<file path="config.mk">
export PLATFORM = sky130hd
export DESIGN_NAME = pipeline_hazard_ctrl_flat
export DESIGN_NICKNAME = d
export VERILOG_FILES = /design/src/rtl/pipeline_hazard_ctrl_pkg.sv /design/src/rtl/pipeline_hazard_ctrl_if.sv /design/src/rtl/pipeline_hazard_ctrl_hazard_detect.sv /design/src/rtl/pipeline_hazard_ctrl.sv /design/src/flat_wrapper.sv
export SDC_FILE = /design/constraint.sdc
export NUM_CORES = 1
export LEC_CHECK = 0
export ABC_AREA = 0
export CORE_MARGIN = 5
export CORE_UTILIZATION = 50
export DETAILED_ROUTE_END_ITERATION = 7
export MAX_ROUTING_LAYER = met4
export PLACE_DENSITY_LB_ADDON = 0.1
export SKIP_LAST_GASP = 1
export SLEW_MARGIN = 20
export SYNTH_ARGS = -nofsm -noshare
export SYNTH_HDL_FRONTEND = slang
export SYNTH_SLANG_ARGS = --single-unit
</file>
<file path="constraint.sdc">
create_clock -name clk -period 2.4 [get_ports clk]
set_input_delay 0.36 -clock clk [delete_from_list [all_inputs] [get_ports clk]]
set_output_delay 0.36 -clock clk [all_outputs]
set_load 0.02 [all_outputs]
</file>
<file path="src/rtl/pipeline_hazard_ctrl_pkg.sv">
// Shared definitions for the pipeline hazard controller.
//   state_t : controller FSM states (RUN, MEM_WAIT, TRAP)
//   REG_X0  : architectural zero register address (never a real dependency)
//   WAIT_W  : width of the memory-wait counter (covers MAX_WAIT up to 255)
package pipeline_hazard_ctrl_pkg;

  typedef enum logic [1:0] {
    RUN      = 2'd0,
    MEM_WAIT = 2'd1,
    TRAP     = 2'd2
  } state_t;

  localparam logic [4:0] REG_X0 = 5'd0;
  localparam int         WAIT_W = 8;

endpackage

</file>
<file path="src/rtl/pipeline_hazard_ctrl_if.sv">
// Bundle between the pipeline datapath and the hazard controller.
//   master : pipeline side, drives hazard inputs, receives enables/flushes
//   slave  : controller side, the reverse
// Signals:
//   idRs1Addr/idRs2Addr/idUsesRs1/idUsesRs2 : ID-stage source operands
//   exRdAddr/exIsLoad/exBranchTaken         : EX-stage destination and control
//   memReq/memReady                         : data-memory handshake in MEM
//   pcWe, weFD, weDE, weEM, weMW            : PC / bank write-enables
//   flushFD, flushDE, flushMW               : bubble insertion strobes
//   memTimeout, stallCycles                 : sticky timeout flag, stall counter
interface pipeline_hazard_ctrl_if #(
  parameter int REG_AW = 5,
  parameter int CNT_W  = 16
);

  logic [REG_AW-1:0] idRs1Addr;
  logic [REG_AW-1:0] idRs2Addr;
  logic              idUsesRs1;
  logic              idUsesRs2;
  logic [REG_AW-1:0] exRdAddr;
  logic              exIsLoad;
  logic              exBranchTaken;
  logic              memReq;
  logic              memReady;
  logic              pcWe;
  logic              weFD;
  logic              weDE;
  logic              weEM;
  logic              weMW;
  logic              flushFD;
  logic              flushDE;
  logic              flushMW;
  logic              memTimeout;
  logic [CNT_W-1:0]  stallCycles;

  modport master (
    output idRs1Addr, idRs2Addr, idUsesRs1, idUsesRs2,
    output exRdAddr, exIsLoad, exBranchTaken, memReq, memReady,
    input  pcWe, weFD, weDE, weEM, weMW, flushFD, flushDE, flushMW,
    input  memTimeout, stallCycles
  );

  modport slave (
    input  idRs1Addr, idRs2Addr, idUsesRs1, idUsesRs2,
    input  exRdAddr, exIsLoad, exBranchTaken, memReq, memReady,
    output pcWe, weFD, weDE, weEM, weMW, flushFD, flushDE, flushMW,
    output memTimeout, stallCycles
  );

endinterface

</file>
<file path="src/rtl/pipeline_hazard_ctrl_hazard_detect.sv">
// Combinational load-use hazard comparator.
//   idRs1Addr/idRs2Addr, idUsesRs1/idUsesRs2 : operands read by the ID instruction
//   exRdAddr, exIsLoad                       : destination of the instruction in EX
//   loadUse                                  : ID needs a value the EX load has not produced yet
module pipeline_hazard_ctrl_hazard_detect
  import pipeline_hazard_ctrl_pkg::*;
#(
  parameter int REG_AW = 5
) (
  input  logic [REG_AW-1:0] idRs1Addr,
  input  logic [REG_AW-1:0] idRs2Addr,
  input  logic              idUsesRs1,
  input  logic              idUsesRs2,
  input  logic [REG_AW-1:0] exRdAddr,
  input  logic              exIsLoad,
  output logic              loadUse
);

  logic rd_real;
  logic hit_rs1;
  logic hit_rs2;

  // Writes to x0 are discarded, so they never create a dependency.
  assign rd_real = (exRdAddr != REG_AW'(REG_X0));
  assign hit_rs1 = idUsesRs1 & (idRs1Addr == exRdAddr);
  assign hit_rs2 = idUsesRs2 & (idRs2Addr == exRdAddr);
  assign loadUse = exIsLoad & rd_real & (hit_rs1 | hit_rs2);

endmodule

</file>
<file path="src/rtl/pipeline_hazard_ctrl.sv">
// Pipeline hazard controller: sequences the PC and the IF/ID, ID/EX, EX/MEM,
// MEM/WB register banks for load-use stalls, taken-branch redirects and
// multi-cycle data-memory waits; traps on a memory timeout and counts stalls.
// Ports:
//   clk   : rising-edge clock
//   reset : synchronous, active-high reset
//   bus   : pipeline_hazard_ctrl_if slave (hazard inputs, enables, flushes,
//           memTimeout, stallCycles)
module pipeline_hazard_ctrl
  import pipeline_hazard_ctrl_pkg::*;
#(
  parameter int REG_AW   = 5,
  parameter int MAX_WAIT = 15,
  parameter int CNT_W    = 16
) (
  input  logic                  clk,
  input  logic                  reset,
  pipeline_hazard_ctrl_if.slave bus
);

  localparam logic [WAIT_W-1:0] MAX_WAIT_C = WAIT_W'(MAX_WAIT);

  state_t            state, state_nx;
  logic [WAIT_W-1:0] wait_cnt, wait_cnt_nx;
  logic [CNT_W-1:0]  stall_cnt;
  logic              timeout;
  logic              load_use;
  logic              mem_wait;
  logic              freeze;
  logic              pc_we, we_fd, we_de, we_em, we_mw;
  logic              fl_fd, fl_de, fl_mw;

  pipeline_hazard_ctrl_hazard_detect #(.REG_AW(REG_AW)) u_hazard_detect (
    .idRs1Addr (bus.idRs1Addr),
    .idRs2Addr (bus.idRs2Addr),
    .idUsesRs1 (bus.idUsesRs1),
    .idUsesRs2 (bus.idUsesRs2),
    .exRdAddr  (bus.exRdAddr),
    .exIsLoad  (bus.exIsLoad),
    .loadUse   (load_use)
  );

  assign mem_wait = bus.memReq & ~bus.memReady;
  // Once waiting, only memReady ends the freeze; memReq is not re-examined.
  assign freeze = ((state == RUN) & mem_wait) | ((state == MEM_WAIT) & ~bus.memReady);

  // Next-state and wait counter
  always_comb begin
    state_nx    = state;
    wait_cnt_nx = wait_cnt;
    unique case (state)
      RUN: begin
        if (mem_wait) begin
          // The entry cycle is the first wait cycle.
          wait_cnt_nx = WAIT_W'(1);
          state_nx    = (wait_cnt_nx >= MAX_WAIT_C) ? TRAP : MEM_WAIT;
        end
      end
      MEM_WAIT: begin
        if (bus.memReady) begin
          wait_cnt_nx = '0;
          state_nx    = RUN;
        end else begin
          wait_cnt_nx = wait_cnt + WAIT_W'(1);
          if (wait_cnt_nx >= MAX_WAIT_C) state_nx = TRAP;
        end
      end
      TRAP:    state_nx = TRAP;
      default: state_nx = RUN;
    endcase
  end

  // Output decode: reset > TRAP > freeze > branch > load-use > run
  always_comb begin
    pc_we = 1'b0;
    we_fd = 1'b0;
    we_de = 1'b0;
    we_em = 1'b0;
    we_mw = 1'b0;
    fl_fd = 1'b0;
    fl_de = 1'b0;
    fl_mw = 1'b0;
    if (reset) begin
      fl_fd = 1'b1;
      fl_de = 1'b1;
      fl_mw = 1'b1;
    end else if (state == TRAP) begin
      fl_mw = 1'b1;
    end else if (freeze) begin
      // MEM/WB keeps advancing so a bubble drains behind the stalled access.
      we_mw = 1'b1;
      fl_mw = 1'b1;
    end else if (bus.exBranchTaken) begin
      {pc_we, we_fd, we_de, we_em, we_mw} = 5'b11111;
      fl_fd = 1'b1;
      fl_de = 1'b1;
    end else if (load_use) begin
      {we_de, we_em, we_mw} = 3'b111;
      fl_de = 1'b1;
    end else begin
      {pc_we, we_fd, we_de, we_em, we_mw} = 5'b11111;
    end
  end

  always_ff @(posedge clk) begin
    if (reset) begin
      state     <= RUN;
      wait_cnt  <= '0;
      timeout   <= 1'b0;
      stall_cnt <= '0;
    end else begin
      state    <= state_nx;
      wait_cnt <= wait_cnt_nx;
      if (state_nx == TRAP) timeout <= 1'b1;
      if (!pc_we && (stall_cnt != '1))
        stall_cnt <= stall_cnt + {{(CNT_W-1){1'b0}}, 1'b1};
    end
  end

  assign bus.pcWe        = pc_we;
  assign bus.weFD        = we_fd;
  assign bus.weDE        = we_de;
  assign bus.weEM        = we_em;
  assign bus.weMW        = we_mw;
  assign bus.flushFD     = fl_fd;
  assign bus.flushDE     = fl_de;
  assign bus.flushMW     = fl_mw;
  assign bus.memTimeout  = timeout;
  assign bus.stallCycles = stall_cnt;

endmodule

</file>
<file path="src/flat_wrapper.sv">
// flat-port wrapper written by rule: the top's interface ports become plain ports
module pipeline_hazard_ctrl_flat import pipeline_hazard_ctrl_pkg::*;
#(
  parameter int REG_AW   = 5,
  parameter int MAX_WAIT = 15,
  parameter int CNT_W    = 16
)
  (clk, reset, bus_idRs1Addr, bus_idRs2Addr, bus_idUsesRs1, bus_idUsesRs2, bus_exRdAddr, bus_exIsLoad, bus_exBranchTaken, bus_memReq, bus_memReady, bus_pcWe, bus_weFD, bus_weDE, bus_weEM, bus_weMW, bus_flushFD, bus_flushDE, bus_flushMW, bus_memTimeout, bus_stallCycles);
  pipeline_hazard_ctrl_if #(.REG_AW(REG_AW), .CNT_W(CNT_W)) bus_i ();
  input  logic clk;
  input  logic reset;
  input wire logic [$bits(bus_i.idRs1Addr)-1:0] bus_idRs1Addr;
  input wire logic [$bits(bus_i.idRs2Addr)-1:0] bus_idRs2Addr;
  input wire logic [$bits(bus_i.idUsesRs1)-1:0] bus_idUsesRs1;
  input wire logic [$bits(bus_i.idUsesRs2)-1:0] bus_idUsesRs2;
  input wire logic [$bits(bus_i.exRdAddr)-1:0] bus_exRdAddr;
  input wire logic [$bits(bus_i.exIsLoad)-1:0] bus_exIsLoad;
  input wire logic [$bits(bus_i.exBranchTaken)-1:0] bus_exBranchTaken;
  input wire logic [$bits(bus_i.memReq)-1:0] bus_memReq;
  input wire logic [$bits(bus_i.memReady)-1:0] bus_memReady;
  output wire logic [$bits(bus_i.pcWe)-1:0] bus_pcWe;
  output wire logic [$bits(bus_i.weFD)-1:0] bus_weFD;
  output wire logic [$bits(bus_i.weDE)-1:0] bus_weDE;
  output wire logic [$bits(bus_i.weEM)-1:0] bus_weEM;
  output wire logic [$bits(bus_i.weMW)-1:0] bus_weMW;
  output wire logic [$bits(bus_i.flushFD)-1:0] bus_flushFD;
  output wire logic [$bits(bus_i.flushDE)-1:0] bus_flushDE;
  output wire logic [$bits(bus_i.flushMW)-1:0] bus_flushMW;
  output wire logic [$bits(bus_i.memTimeout)-1:0] bus_memTimeout;
  output wire logic [$bits(bus_i.stallCycles)-1:0] bus_stallCycles;
  assign bus_i.idRs1Addr = bus_idRs1Addr;
  assign bus_i.idRs2Addr = bus_idRs2Addr;
  assign bus_i.idUsesRs1 = bus_idUsesRs1;
  assign bus_i.idUsesRs2 = bus_idUsesRs2;
  assign bus_i.exRdAddr = bus_exRdAddr;
  assign bus_i.exIsLoad = bus_exIsLoad;
  assign bus_i.exBranchTaken = bus_exBranchTaken;
  assign bus_i.memReq = bus_memReq;
  assign bus_i.memReady = bus_memReady;
  assign bus_pcWe = bus_i.pcWe;
  assign bus_weFD = bus_i.weFD;
  assign bus_weDE = bus_i.weDE;
  assign bus_weEM = bus_i.weEM;
  assign bus_weMW = bus_i.weMW;
  assign bus_flushFD = bus_i.flushFD;
  assign bus_flushDE = bus_i.flushDE;
  assign bus_flushMW = bus_i.flushMW;
  assign bus_memTimeout = bus_i.memTimeout;
  assign bus_stallCycles = bus_i.stallCycles;
  pipeline_hazard_ctrl #(.REG_AW(REG_AW), .MAX_WAIT(MAX_WAIT), .CNT_W(CNT_W)) u_core (.clk(clk), .reset(reset), .bus(bus_i));
endmodule
</file>
Yosys cells after proc, flatten, opt, wreduce, memory -nomap -nowiden

Cells that the tools add are included.

$lt $le $gt $ge: 1
Reduce and logical (&&, ||, !) cells: 6
Equality and inequality tests: 7
Muxes and demuxes: 29
Add/subtract/negate cells: 2
Bitwise logic cells: 10

Operator list:

| cell                    | count |
|---|---|
| $mux W1                 | 22 |
| $add A16 B1 Y16 const B | 1 |
| $mux W8                 | 2 |
| $ne A16 B16 Y1 const B  | 1 |
| $pmux W8 S2             | 1 |
| $eq A5 B5 Y1            | 2 |
| $add A8 B1 Y8 const B   | 1 |
| $ge A8 B4 Y1 const B    | 1 |
| $and A1 B1 Y1           | 7 |
| $mux W2                 | 3 |
| $pmux W2 S3             | 1 |
| $reduce_bool A5 Y1      | 1 |
| $eq A2 B2 Y1 const B    | 2 |
| $eq A2 B1 Y1 const B    | 1 |
| $logic_not A2 Y1        | 1 |
| $ne A2 B1 Y1 const B    | 1 |
| $or A1 B1 Y1            | 2 |
| $reduce_and A2 Y1       | 1 |
| $reduce_bool A2 Y1      | 1 |
| $logic_and A1 B1 Y1     | 1 |
| $logic_not A1 Y1        | 1 |
| $not A1 Y1              | 1 |

Flip-flop bits (word level): 27
Input port bits: 23
Output and inout bits: 25

Logic depth before layout (Yosys ltp)

Gate-level depths: netlist (run 1).

Word-level depth: 11
Depth in mapped cells: 8
Mapped depth without buffers: 6

Modules after synthesis

A second synthesis (run 1) with hierarchy kept.

Cell total of the unflattened synthesis: 205
Area, all modules: 1,695.4 um^2

Modules (own cells, without submodules):

| module                             | cells each | area each (um^2) | instances |
|---|---|---|---|
| pipeline_hazard_ctrl               | 188        | 1,561.5          | 1 |
| pipeline_hazard_ctrl_hazard_detect | 17         | 133.9            | 1 |

Least setup slack after synthesis (run 1)

No wires, ideal clock.

Kind: input to output
Start point: input bus_exRdAddr[0]
End point: output bus_weFD
Stages on the path: 4
Arrival time: 1.830 ns
Buffers on the path: 1
Slack: 0.210 ns
Cell sequence: or4_1 o21a_1 a31oi_1 buf_4

Cells in the longest elaborated chain, start to end: 9
Elaborated cells on any way between the ends: 13

Ends and longest elaborated chain:

| item                             | RTL line                                                                           | source |
|---|---|---|
| start, declared                  | flat_wrapper.sv:16                                                                 | `input wire logic [$bits(bus_i.exRdAddr)-1:0] bus_exRdAddr;` |
| $eq A5 B5 Y1 (on tied branches)  | pipeline_hazard_ctrl_hazard_detect.sv:25, pipeline_hazard_ctrl_hazard_detect.sv:26 |  |
| $and A1 B1 Y1 (on tied branches) | pipeline_hazard_ctrl_hazard_detect.sv:25, pipeline_hazard_ctrl_hazard_detect.sv:26 |  |
| $or A1 B1 Y1                     | pipeline_hazard_ctrl_hazard_detect.sv:27                                           | `assign loadUse = exIsLoad & rd_real & (hit_rs1 \| hit_rs2);` |
| $and A1 B1 Y1 *                  | pipeline_hazard_ctrl_hazard_detect.sv:27                                           |  |
| $mux W1 * (5 in series)          | -                                                                                  |  |
| end, declared                    | flat_wrapper.sv:22                                                                 | `output wire logic [$bits(bus_i.weFD)-1:0] bus_weFD;` |

Mark *: on every way between the ends. The rest lies on a longest branch, timed or not.

Worst setup path in the final report (run 1)

Start point: input bus_exRdAddr[0]
End point: output bus_flushDE

Cells in the longest elaborated chain, start to end: 9
Elaborated cells on any way between the ends: 13

Ends and longest elaborated chain:

| item                             | RTL line                                                                           | source |
|---|---|---|
| $eq A5 B5 Y1 (on tied branches)  | pipeline_hazard_ctrl_hazard_detect.sv:25, pipeline_hazard_ctrl_hazard_detect.sv:26 |  |
| $and A1 B1 Y1 (on tied branches) | pipeline_hazard_ctrl_hazard_detect.sv:25, pipeline_hazard_ctrl_hazard_detect.sv:26 |  |
| $or A1 B1 Y1                     | pipeline_hazard_ctrl_hazard_detect.sv:27                                           |  |
| $and A1 B1 Y1 *                  | pipeline_hazard_ctrl_hazard_detect.sv:27                                           |  |
| $mux W1 *                        | pipeline_hazard_ctrl.sv:97                                                         | `end else if (load_use) begin` |
| $mux W1 *                        | pipeline_hazard_ctrl.sv:93                                                         | `end else if (bus.exBranchTaken) begin` |
| $mux W1 *                        | pipeline_hazard_ctrl.sv:89                                                         | `end else if (freeze) begin` |
| $mux W1 *                        | pipeline_hazard_ctrl.sv:87                                                         | `end else if (state == TRAP) begin` |
| $mux W1 *                        | pipeline_hazard_ctrl.sv:83                                                         | `if (reset) begin` |
| end, declared                    | flat_wrapper.sv:27                                                                 | `output wire logic [$bits(bus_i.flushDE)-1:0] bus_flushDE;` |

Marked as above.

==> results by group, run 1 <==
Run
  – Max_cap viols: 0

Clock tree
  – Max H-tree Level: 1
  – Clock slew at reported path FFs: 90 ps
  – Root buf cell: clkbuf_8
  – Clk sinks: 27
  – CTS max path bufs: 2
  – CTS tree: built
  – CTS buffer count: 3
  – Cts hold-fix bufs: 0
  – Clk_lat worst skew: 280 ps

STA
  – Fin. Hold Viols: 0
  – Slew HR: 0.651
  – Least-Margin Pin Slew: 522 ps
  – F_max: 0.430 GHz
  – Hold slack: 505 ps
  – Final setup fails: 0
  – Slew Limit Fails: 0
  – Fin crit period: 2330 ps
  – Worst Skew: 8.23 ps
  – Tcrit/Tclk final: 0.970

Worst setup path
  – CP required: 2040 ps
  – Crit path largest cell delay: 550 ps
  – Slowest cell on crit path: or4_1
  – Critical path endpoint category: output port
  – Critical Path Fanout Max: 5
  – Crit start category: input pin
  – Worst-path cell chain: clkdlybuf4s50_1, or4_1, o21a_1, buf_4, nand2_1, o21bai_1, buf_2
  – WP data arrival: 1970 ps
  – Worst Path Class, Setup: in -> out
  – Crit-path leading delay family: buffers and inverters
  – Total buffers and inverters traversed by the critical path: 3

Floorplanning
  – Core Footprint: 0.00397 mm2
  – I/O pins: 48
  – Initial core utilization: 0.509
  – Die W: 73.6 um
  – Die ar.: 0.00542 mm2
  – Row cnt: 23
  – Die Ht: 73.6 um

Pwr
  – P per Cell Area: 360 mW/mm2
  – Maximum VDD drop: 0.000244 V
  – Net Switching: 278 uW
  – Clk network pwr share: 0.283
  – Total power: 967 uW
  – Sequential power share: 0.483
  – Leak pwr: 1.02 nW
  – Internal Power: 689 uW
  – Switching Fraction: 0.287
  – Logic pwr share: 0.235

Finish
  – FILL cells: 337
  – Share of layout cells above drive strength 1: 0.129
  – Synth-to-layout area growth: 32.7%
  – Commonest cells after routing, fill and taps aside: clkdlybuf4s50_1, nand2_1, nand3_1, dfxtp_1, buf_4
  – Fin nets: 352
  – Antenna Cells: 0
  – Commonest non-fill, non-tap cell in the layout: clkdlybuf4s50_1

Detailed routing
  – DR DRC count: 0
  – Pre-Repair DR Iteration Count: 4
  – Final WL: 5320 um
  – DR vias: 2,170
  – Routed Antenna Nets: 0
  – Vias per cell: 5.79
  – Initial DRC Count: 101
  – Per-cell routed wire length: 14.2 um

Synth
  – Synthesized netlist cell count: 270
  – Synth warnings: 0
  – Post-synth top flop: dfxtp_1
  – Syn_nets: 296
  – Post-synth EDFFs: 0
  – Mean Syn Cell Area: 7.49 um2
  – Unique cell type count in the Yosys netlist: 52
  – Syn Std Cell Area: 0.00202 mm2
  – Sequential area share after synthesis: 0.267
  – #FFs+latches synth: 27
  – Post-synth ARST share: 0

Global routing
  – Global-route wire length before repair: 9010 um
  – Antenna violations before repair: 0
  – Overall routing resource usage: 0.212
  – Pin count of the biggest net entering global routing: 28
  – Grt total ovfl: 0
  – Vias in the first global route: 2,047

Status
  – Outcome: completed

Hold path
  – Hold crit path type: reg -> reg

Place
  – RePlAce Congestion: 0.849
  – Hpwl dp: 3950 um
  – IO Port Bufs: 47
## per-layer routing
metal	up-vias	global-route usage	share of wire
met3	6	0.0315	0.039
met1	1013	0.246	0.45
met4	0	0.0704	0.012
met5	-	-	0
li1	1110	-	-
met2	41	0.372	0.50
## synth_stat cells, types with 4 or more instances
master    count  area (um2)
a31oi_1       7        43.8
and4_1        5        43.8
nor2_1       21        78.8
xnor2_1      12         105
nand2_1      28         105
inv_1         6        22.5
buf_2         4        20.0
clkbuf_1      9        33.8
a21oi_1      20         100
and2_1        4        25.0
nor4_1        5        31.3
nor2b_1       7        43.8
dfxtp_1      27         541
nand3_1      27         135
nand4_1       9        56.3
a211o_1      11        96.3
o21ai_0       8        40.0
buf_4         4        30.0
## power by group through the flow
stage / clock network [mW] / registers, mW / logic [mW]
after floorplan: 0 / 0.481 / 0.112
after CTS: 0.278 / 0.467 / 0.228
final: 0.273 / 0.467 / 0.227
after detailed placement: 0 / 0.478 / 0.229
after global routing: 0.300 / 0.470 / 0.244
after global placement: 0 / 0.477 / 0.227
## what timing repair did
item	CTS	global route
endpoints found under the hold margin	0	0
setup buffers	1	0
gates resized for setup	14	6
pin swaps	1	0
setup endpoints to repair	7	5
## sequential cells by signal, indices dropped and copies added, names as in the netlist
name and count:
u_core.bus.memTimeout 1, u_core.wait_cnt 8, u_core.state 2, u_core.bus.stallCycles 16
## area by class of cell
| class | instances | area, um2 | area share |
|---|---|---|---|
| tap | 50 | 62.6 | 0.0233 |
| multi-input combinational | 214 | 1340 | 0.499 |
| clock inverter | 1 | 5.00 | 0.00186 |
| timing repair buffer | 74 | 673 | 0.251 |
| inverter | 6 | 22.5 | 0.00839 |
| sequential | 27 | 541 | 0.201 |
| clock buffer | 3 | 41.3 | 0.0154 |
## logic make-up (layout without fill, tap and decap cells)
logic type / after synthesis / in the layout / share of synthesized area
xor+xnor: 14 / 14 / 0.0606
simple gates: 122 / 122 / 0.317
compound gates: 71 / 71 / 0.238
mux: 4 / 4 / 0.0216
flops: 27 / 27 / 0.267
fa+ha+maj: 3 / 3 / 0.0186
buf+inv: 29 / 84 / 0.0767
## metrics by stage
stage          setup slack [ps]  setup TNS, ps  utilization  cell area, um2  instances
6_report                   72.4              0        0.676            2690        375
2_1_floorplan               210              0            -            2020        270
4_1_cts                   -62.3           -122        0.676            2690        375
5_1_grt                   -1.08          -1.08        0.676            2690        375
3_5_place_dp               -410          -2070        0.664            2640        370
3_3_place_gp               -377          -1670        0.664            2640        370
## path summary, 6_finish.rpt
path / start / end / slack (ps) / cells past startpoint
hold reg to reg: u_core.bus.memTimeout / u_core.bus.memTimeout / 500 / 2
setup reg to reg: u_core.bus.stallCycles[0] / u_core.bus.stallCycles[15] / 270 / 7
hold / removal: u_core.bus.memTimeout / u_core.bus.memTimeout / 500 / 2
setup / recovery: bus_exRdAddr[0] / bus_flushDE / 70 / 7
## worst reg2reg max path, cell delays in order, from the launching register on
cell and delay (ps):
dfxtp_1 430, ha_1 270, nand4_1 110, or4_4 450, and2_1 240, buf_4 200, a41oi_1 190, o2111ai_1 130
(Power assumes the default switching activity.)
==> run 2, diff against run 1 <==
--- a/config.mk
+++ b/config.mk
@@ -6,6 +6,7 @@
 export NUM_CORES = 1
 export LEC_CHECK = 0
 export ABC_AREA = 0
+export CAP_MARGIN = 25
 export CORE_MARGIN = 5
 export CORE_UTILIZATION = 50
 export DETAILED_ROUTE_END_ITERATION = 7
==> results of run 2 <==
The final DEF is identical to that of run 1; final timing and power are the same.
